**src/rtl/veda_pkg.sv**
```systemverilog
// Shared definitions for the veda two-requester memory arbiter.
// Widths, memory mode encodings and the flush FSM state type.
package veda_pkg;

    localparam int ADDR_W_DEF = 5;
    localparam int DATA_W_DEF = 32;

    localparam logic SCRIBBLE  = 1'b0;
    localparam logic INTERPRET = 1'b1;

    typedef enum logic [1:0] {
        RUN   = 2'd0,
        DRAIN = 2'd1,
        HALT  = 2'd2
    } state_e;

    typedef struct packed {
        logic vld;
        logic id;
    } rd_tag_t;

endpackage

```
**src/rtl/veda_rd_track.sv**
```systemverilog
// Read-return tracker: two-stage valid+ID shift pipeline that
// matches the memory's two-cycle registered read path; never stalls.
module veda_rd_track
    import veda_pkg::*;
(
    input  logic       clk,
    input  logic       reset_n,
    input  logic       rd_issue,
    input  logic       rd_id,
    output logic [1:0] rvalid,
    output logic       drain_empty
);

    rd_tag_t s1_q, s1_d;
    rd_tag_t s2_q, s2_d;

    always_comb begin
        s1_d.vld = rd_issue;
        s1_d.id  = rd_id;
        s2_d     = s1_q;
    end

    always_ff @(posedge clk or negedge reset_n) begin
        if (!reset_n) begin
            s1_q <= '0;
            s2_q <= '0;
        end else begin
            s1_q <= s1_d;
            s2_q <= s2_d;
        end
    end

    assign rvalid[0] = s2_q.vld & ~s2_q.id;
    assign rvalid[1] = s2_q.vld &  s2_q.id;

    // The last stage retires this cycle, so only stage 1 can hold back a flush.
    assign drain_empty = ~s1_q.vld;

endmodule

```
**src/rtl/veda_arbiter.sv**
```systemverilog
// Two-requester single-port memory arbiter with flush/quiesce FSM.
// Define VEDA_ARB_RR_EN for round-robin; default is fixed priority (req 0 wins).
module veda_arbiter
    import veda_pkg::*;
#(
    parameter int ADDR_W = ADDR_W_DEF,
    parameter int DATA_W = DATA_W_DEF
) (
    input  logic                clk,
    input  logic                reset_n,
    input  logic [1:0]          req,
    input  logic [1:0]          we,
    input  logic [2*ADDR_W-1:0] addr,
    input  logic [2*DATA_W-1:0] wdata,
    output logic [1:0]          gnt,
    output logic [1:0]          rvalid,
    output logic [DATA_W-1:0]   rdata,
    input  logic                flush_req,
    output logic                flush_done,
    output logic                mem_write_enable,
    output logic [ADDR_W-1:0]   mem_address_a,
    output logic [ADDR_W-1:0]   mem_address_b,
    output logic [DATA_W-1:0]   mem_data_in,
    output logic                mem_mode,
    input  logic [DATA_W-1:0]   mem_data_out
);

    state_e state_q, state_d;
    logic   run_ok;
    logic   drain_empty;
    logic   sel;
    logic   we_sel;
    logic   wr_go;
    logic   rd_go;
    logic [ADDR_W-1:0] addr_sel;
    logic [DATA_W-1:0] wdata_sel;

    // Gating with reset_n keeps the combinational grant quiet during reset.
    assign run_ok = (state_q == RUN) & ~flush_req & reset_n;

`ifdef VEDA_ARB_RR_EN
    logic last_q, last_d;

    always_comb begin
        gnt = 2'b00;
        if (run_ok) begin
            if (req == 2'b11) begin
                gnt = last_q ? 2'b01 : 2'b10;
            end else begin
                gnt = req;
            end
        end
        last_d = last_q;
        if (|gnt) begin
            last_d = gnt[1];
        end
    end

    always_ff @(posedge clk or negedge reset_n) begin
        if (!reset_n) begin
            last_q <= 1'b1;
        end else begin
            last_q <= last_d;
        end
    end
`else
    always_comb begin
        gnt = 2'b00;
        if (run_ok) begin
            if (req[0]) begin
                gnt = 2'b01;
            end else if (req[1]) begin
                gnt = 2'b10;
            end
        end
    end
`endif

    assign sel = gnt[1];

    always_comb begin
        addr_sel  = sel ? addr[ADDR_W +: ADDR_W] : addr[0 +: ADDR_W];
        wdata_sel = sel ? wdata[DATA_W +: DATA_W] : wdata[0 +: DATA_W];
        we_sel    = sel ? we[1] : we[0];
        wr_go     = (|gnt) & we_sel;
        rd_go     = (|gnt) & ~we_sel;

        mem_write_enable = wr_go;
        mem_mode         = wr_go ? SCRIBBLE : INTERPRET;
        mem_address_a    = wr_go ? addr_sel : '0;
        mem_data_in      = wr_go ? wdata_sel : '0;
        mem_address_b    = rd_go ? addr_sel : '0;
    end

    always_comb begin
        state_d = state_q;
        unique case (state_q)
            RUN: begin
                if (flush_req) state_d = DRAIN;
            end
            DRAIN: begin
                if (!flush_req) begin
                    state_d = RUN;
                end else if (drain_empty) begin
                    state_d = HALT;
                end
            end
            HALT: begin
                if (!flush_req) state_d = RUN;
            end
            default: state_d = RUN;
        endcase
    end

    always_ff @(posedge clk or negedge reset_n) begin
        if (!reset_n) begin
            state_q <= RUN;
        end else begin
            state_q <= state_d;
        end
    end

    assign flush_done = (state_q == HALT);
    assign rdata      = mem_data_out;

    veda_rd_track u_rd_track (
        .clk         (clk),
        .reset_n     (reset_n),
        .rd_issue    (rd_go),
        .rd_id       (sel),
        .rvalid      (rvalid),
        .drain_empty (drain_empty)
    );

endmodule
```
**config.mk**
```make
export PLATFORM = sky130hd
export DESIGN_NAME = veda_arbiter
export DESIGN_NICKNAME = d
export VERILOG_FILES = /design/src/rtl/veda_pkg.sv /design/src/rtl/veda_rd_track.sv /design/src/rtl/veda_arbiter.sv
export SDC_FILE = /design/constraint.sdc
export NUM_CORES = 1
export LEC_CHECK = 0
export CAP_MARGIN = 20
export CORE_ASPECT_RATIO = 0.5
export CORE_UTILIZATION = 19
export DETAILED_ROUTE_END_ITERATION = 16
export PLACE_DENSITY = 0.79
export SLEW_MARGIN = 20
export SYNTH_ARGS = -nofsm -noshare
export SYNTH_HDL_FRONTEND = slang
export SYNTH_SLANG_ARGS = --single-unit
```
**constraint.sdc**
```tcl
create_clock -name clk -period 2 [get_ports clk]
set_clock_uncertainty 0.05 [all_clocks]
set_input_delay 0.4 -clock clk [delete_from_list [all_inputs] [get_ports clk]]
set_output_delay 0.4 -clock clk [all_outputs]
set_load 0.05 [all_outputs]
```
==> results of run 1 <==
stage by stage:
stage,cell area [um^2],cells
2_1_floorplan,1390,123
3_3_place_gp,3060,304
3_5_place_dp,3060,304
4_1_cts,3540,325
5_1_grt,3560,326
6_report,3560,326
per-layer routing:
metal	track usage (%)	routed length [um]	share of wire, %
met1	22.5	2590	38
met2	41.3	3770	55
met3	3.78	322	4.7
met4	7.72	212	3.1
met5	0	0	0
worst max-delay path by stage:
stage                  endpoint                   start  slack [ps]  cells after the start
3_5_place_dp   mem_address_a[3]                 reset_n        -560                      6
4_1_cts         mem_data_in[22]  state_q[1]$_DFFE_PN0P_        -350                      7
6_report         mem_data_in[6]               flush_req        -320                      7
3_3_place_gp   mem_address_b[1]                  req[0]        -540                      5
2_1_floorplan  mem_address_b[1]  state_q[0]$_DFFE_PN0P_        -130                      2
5_1_grt          mem_data_in[0]               flush_req        -370                      7
cells by family (layout without fill, tap and decap cells):
family | Yosys count | after routing
and+or+nand+nor | 30 | 30
DFF | 6 | 6
buffers and inverters | 42 | 172
AOI/OAI and AO/OA | 45 | 45
critical path: cells and delay by family:
family	cells	cell delay (ps)
buf+inv	4	630
compound gates	1	150
simple gates	2	680
cell usage in the layout, fill, tap and decap left out, types with 3 or more instances in the layout:
| cell | n |
|---|---|
| clkdlybuf4s15_1 | 3 |
| dfrtp_1 | 6 |
| buf_6 | 13 |
| nor2_4 | 4 |
| o22ai_4 | 4 |
| nand3_1 | 8 |
| clkbuf_16 | 4 |
| buf_12 | 53 |
| nor2b_1 | 4 |
| a22o_4 | 38 |
| buf_4 | 20 |
| clkdlybuf4s50_1 | 75 |
power breakdown:
group          internal (mW)  switching, mW
clock network          0.257         0.0744
logic                  0.362          0.282
registers              0.130        0.00484
state kept, by name, indices dropped and copies added (netlist names):
signal,count
u_rd_track.s2_q,2
u_rd_track.s1_q,2
state_q,2
final cells by class:
type	count	area (um^2)
sequential	6	150
fill	350	1930
tap	73	91.3
multi-input combinational	75	1050
inverter	2	11.3
timing repair buffer	167	2180
clock buffer	3	75.1
repair_timing:
action,CTS,global route
setup endpoints to repair,46,46
cloned,5,1
pin swaps,17,15
gates resized for setup,42,15
setup buffers,13,7
==> impl_metrics.toml, run 1 <==
[critical_path]
reg2reg_depth = 4
worstPathCellList = "clkdlybuf4s15_1, or3b_4, nor3_4, buf_6, buf_12, a22o_4, buf_12"
rrSetupSlack_ps = 520
rr_startpoint = "state_q[1]$_DFFE_PN0P_"
crit_path_max_fanout = 7
worstPathRequired_ps = 1550
critical-path-max-stage-delay_ps = 460
critPathKind = "primary input to primary output"
critical-path-slowest-cell = "or3b_4"
start_kind = "primary input"
arrival_ps = 1870
timing.rr.end = "u_rd_track.s1_q[0]$_DFF_PN0_"
crit_top_cell = "buf_12"
worst_setup_path_end_kind = "primary output"

[final_layout]
final_nets = 368
final_util_pct = 64.8
antennaDiodeCount = 0
syn2layout_area_growth_pct = 228
layout-drive-gt1-share_pct = 58.1

[sta]
max_freq_mhz = 432
max_slew_margin_pct = 80.6
whs_ps = 165
hold_viol_final = 0
rsz0062_at_grt = "true"
fin_crit_ps = 2320
fin_tns_setup_ps = -11930
finalSetupViolCount = 46
max_slew.worst_pin.slew_ps = 291
period_share_pct = 116
worst_slack_ps = -317
drv_slew = 0

[route]
detail-route-antenna-nets = 0
drc = 0
drt_iter0_drc = 44
wl_per_cell_um = 21.1
via_count = 1574
dr.pass1.iters = 4
vias_per_cell = 4.83
wl_um = 6890

[yosys]
synth_area_mm2 = 0.00108
yosys.area.top_type_share_pct = 24.9
yosys.area_share.adder_pct = 0
synth_top_family_by_area = "compound AO/OA/AOI/OAI gates"
ys_seq_elements = 6
synth_largest_area_cell = "a22o_2"
synth_cell_types = 26
synth-xor-area-share_pct = 0
muxShareOfSynthArea_pct = 0
synth_flop_cell = "dfrtp_1"
synth_compound_area_share_pct = 38.1
synth_simple_gate_area_share_pct = 18.0
syn_nets = 236
yosysSeqAreaShare_pct = 13.8
syn_inst = 123
async_flop_share_pct = 100
syn_avg_cell_area_um2 = 8.82
ys_warn_count = 0
synthTopCellsByCount = "buf_4, a22o_2, a22o_1"
synth-edff-count = 0
synth.most_common_cell = "buf_4"
synthTopCellsByArea = "a22o_2, buf_4, dfrtp_1"

[outcome]
violations = "negative setup slack"
status = "finished with violations"

[power]
p_per_area_mw_per_mm2 = 312
vdd_ir_drop_max_mv = 0.282
p_leak_nw = 1.52
finalPower_mw = 1.11

[floorplanning]
core_area_mm2 = 0.00549
dieArea_mm2 = 0.00603
ios = 194
dieWidth_um = 109
std_cell_rows = 19
die_h_um = 55.4
initial_core_util_pct = 19.8

[cts]
clk_pin_slew_ps = 40
cts_buffers = 3
insertion_delay_ps = 230
clock_sinks = 6
postCtsHoldBufs = 0
cts_root_buf = "clkbuf_16"
clockBufferDepth = 2
cts_tree = "yes"
cts.htree.levels = 1

[grt]
grt_max_degree = 14
grt-ovfl-total = 0
antenna_found_initial = 0
grt_pass1_wl_um = 9650
grt_util_all_layers_pct = 21.2
first_global_vias = 1755

[place]
post-place-ws_ps = -557
finalWeightedCongestion = 0.776
io_buffer_count = 129
dpl.hpwl_um = 4720

[flow_run]
maxCapViolCount = 0

[min_path]
hold_class = "primary input to async pin"
No activity file was read; power rests on OpenSTA's default activity.
==> run 2, diff against run 1 <==
--- a/config.mk
+++ b/config.mk
@@ -7,10 +7,12 @@
 export LEC_CHECK = 0
 export CAP_MARGIN = 20
 export CORE_ASPECT_RATIO = 0.5
-export CORE_UTILIZATION = 19
+export CORE_UTILIZATION = 18
 export DETAILED_ROUTE_END_ITERATION = 16
-export PLACE_DENSITY = 0.79
+export PLACE_DENSITY = 0.8
+export RECOVER_POWER = 100
 export SLEW_MARGIN = 20
 export SYNTH_ARGS = -nofsm -noshare
 export SYNTH_HDL_FRONTEND = slang
+export SYNTH_HIERARCHICAL = 1
 export SYNTH_SLANG_ARGS = --single-unit
==> run 2 against run 1 <==
  * Sequential power is essentially flat
  * Sequential share of layout area grew 0.23 points
  * Area after synthesis shrank 8.8%
  * Highest routed layer unchanged
  * Hold slack gained 12 ps
  * Largest power group unchanged
  * Worst setup slack lost 130 ps
  * First-iteration DRC count shrank 39%
  * The run still ends with negative setup slack left
  * Routed wire length shrank 13%
  * Fmax shrank 5.4%
==> impl_metrics.toml, run 2 <==
[sta]
finalSetupViolCount = 45
max_slew_margin_pct = 60.3
max_slew.worst_pin.slew_ps = 598
worst_slack_ps = -451
hold_viol_final = 0
max_freq_mhz = 408
rsz0062_at_grt = "true"
drv_slew = 0
fin_crit_ps = 2450
period_share_pct = 123
fin_tns_setup_ps = -17770

[place]
dpl.hpwl_um = 4230
finalWeightedCongestion = 0.771
post-place-ws_ps = -806
io_buffer_count = 129

[critical_path]
cp.depth = 7
start_kind = "flop"
critical-path-max-stage-delay_ps = 590
cp_top_family = "simple AND/OR/NAND/NOR gates"
reg2reg_depth = 4
critical-path-slowest-cell = "or4b_4"
crit_path_max_fanout = 9
crit_buf_inv = 4
arrival_ps = 2000
worstPathCellList = "or4b_4, nor3_4, buf_6, buf_6, buf_12, a22o_4, buf_12"
rr_startpoint = "state_q[0]$_DFFE_PN0P_"
critPathKind = "flop to primary output"
crit_start = "state_q[0]$_DFFE_PN0P_"
worst_setup_path_end_kind = "primary output"
worstPathRequired_ps = 1550

[route]
dr.pass1.iters = 4
via_count = 1428
drt_iter0_drc = 27
detail-route-antenna-nets = 0
drc = 0
wl_um = 6020
wl_per_cell_um = 19.6
vias_per_cell = 4.65

[cts]
cts_tree = "yes"
cts.htree.levels = 1
cts_root_buf = "clkbuf_8"
insertion_delay_ps = 220
clockBufferDepth = 2
clock_sinks = 6
clk_pin_slew_ps = 30
cts_buffers = 3

[yosys]
yosysSeqAreaShare_pct = 15.2
yosys.area.top_type_share_pct = 37.2
ys_seq_elements = 6
synth.most_common_cell = "a22o_1"
async_flop_share_pct = 100
syn_avg_cell_area_um2 = 8.53
syn_nets = 229
synth-edff-count = 0
synth_area_um2 = 990
synthTopCellsByCount = "a22o_1, buf_4, dfrtp_1"
synthTopCellsByArea = "a22o_1, buf_4, dfrtp_1"
syn_inst = 116
ys_warn_count = 6
synth_flop_cell = "dfrtp_1"
synth_largest_area_cell = "a22o_1"
synth_cell_types = 23

[power]
p_leak_nw = 1.48
p_per_area_mw_per_mm2 = 262
finalPower_uw = 885
vdd_ir_drop_max_mv = 0.352

[final_layout]
syn2layout_area_growth_pct = 241
layout_commonest_cell = "clkdlybuf4s50_1"
layout-drive-gt1-share_pct = 55.7
num-fill-cells = 356
final_util_pct = 66.0
antennaDiodeCount = 0
mostFrequentLayoutCells = "clkdlybuf4s50_1, buf_12, a22o_4"
largest_registers = "state_q: 2 flops, u_rd_track/s1_q: 2 flops, u_rd_track/s2_q: 2 flops"
final_nets = 352

[floorplanning]
dieArea_mm2 = 0.00582
core_area_mm2 = 0.00511
initial_core_util_pct = 19.4
std_cell_rows = 18
ios = 194
die_h_um = 54.4
dieWidth_um = 107

[grt]
grt-ovfl-total = 0
grt_util_all_layers_pct = 20.2
grt_pass1_wl_um = 8700
grt_max_degree = 19
first_global_vias = 1583
antenna_found_initial = 0

[outcome]
status = "finished with violations"
violations = "negative setup slack"

[flow_run]
maxCapViolCount = 0

[min_path]
hold_class = "primary input to async pin"
## run 2: repair_timing
action | CTS | global route
gates resized for setup | 43 | 3
gates cloned | 4 | 1
pin swaps | 9 | 7
setup endpoints to repair | 46 | 46
hold buffers | 0 | 0
setup buffers | 7 | 2
## run 2: final cells by class
| cell class | count | area, um^2 | share of cell area (%) |
|---|---|---|---|
| Multi-Input combinational cell | 68 | 977 | 28.9 |
| Timing Repair Buffer | 157 | 2110 | 62.5 |
| Clock buffer | 3 | 41.3 | 1.22 |
| Sequential cell | 6 | 150 | 4.45 |
| Tap cell | 70 | 87.6 | 2.59 |
| Inverter | 3 | 11.3 | 0.334 |
## run 2: metal layers
layer,up-vias,part of all wire [%],track usage [%]
li1,654,-,-
met1,700,34,20.2
met2,62,59,42.7
met3,12,4.1,3.45
met4,0,2.3,9.59
met5,-,0,0
## run 2: worst paths after layout
| path | end | slack (ps) |
|---|---|---|
| min reg2reg | u_rd_track/s2_q[0]$_DFF_PN0_ | 290 |
| max reg2reg | u_rd_track/s1_q[1]$_DFF_PN0_ | 470 |
| min | u_rd_track/s2_q[1]$_DFF_PN0_ | 180 |
| max in group asynchronous | state_q[1]$_DFFE_PN0P_ | 1610 |
| min in group clk | u_rd_track/s2_q[0]$_DFF_PN0_ | 290 |
| max | mem_data_in[23] | -450 |
## run 2: through the flow
step	hold slack, ps	cells	area [um^2]
floorplan	54.4	116	1280
global placement	283	292	2980
detailed placement	289	292	2980
CTS	167	306	3380
global route	200	307	3380
finish	177	307	3380
## run 2: logic make-up after synthesis
kind of cell / count (synthesis) / share of synthesized area (%)
and+or+nand+nor: 22 / 13.9
AOI/OAI and AO/OA: 46 / 40.1
buffers and inverters: 42 / 30.8
DFF: 6 / 15.2
## run 2: power breakdown
group / leakage, nW / switching [mW] / total, mW / internal, mW
logic: 1.37 / 0.247 / 0.575 / 0.328
registers: 0.0811 / 0.00485 / 0.135 / 0.130
clock network: 0.0216 / 0.0466 / 0.175 / 0.129
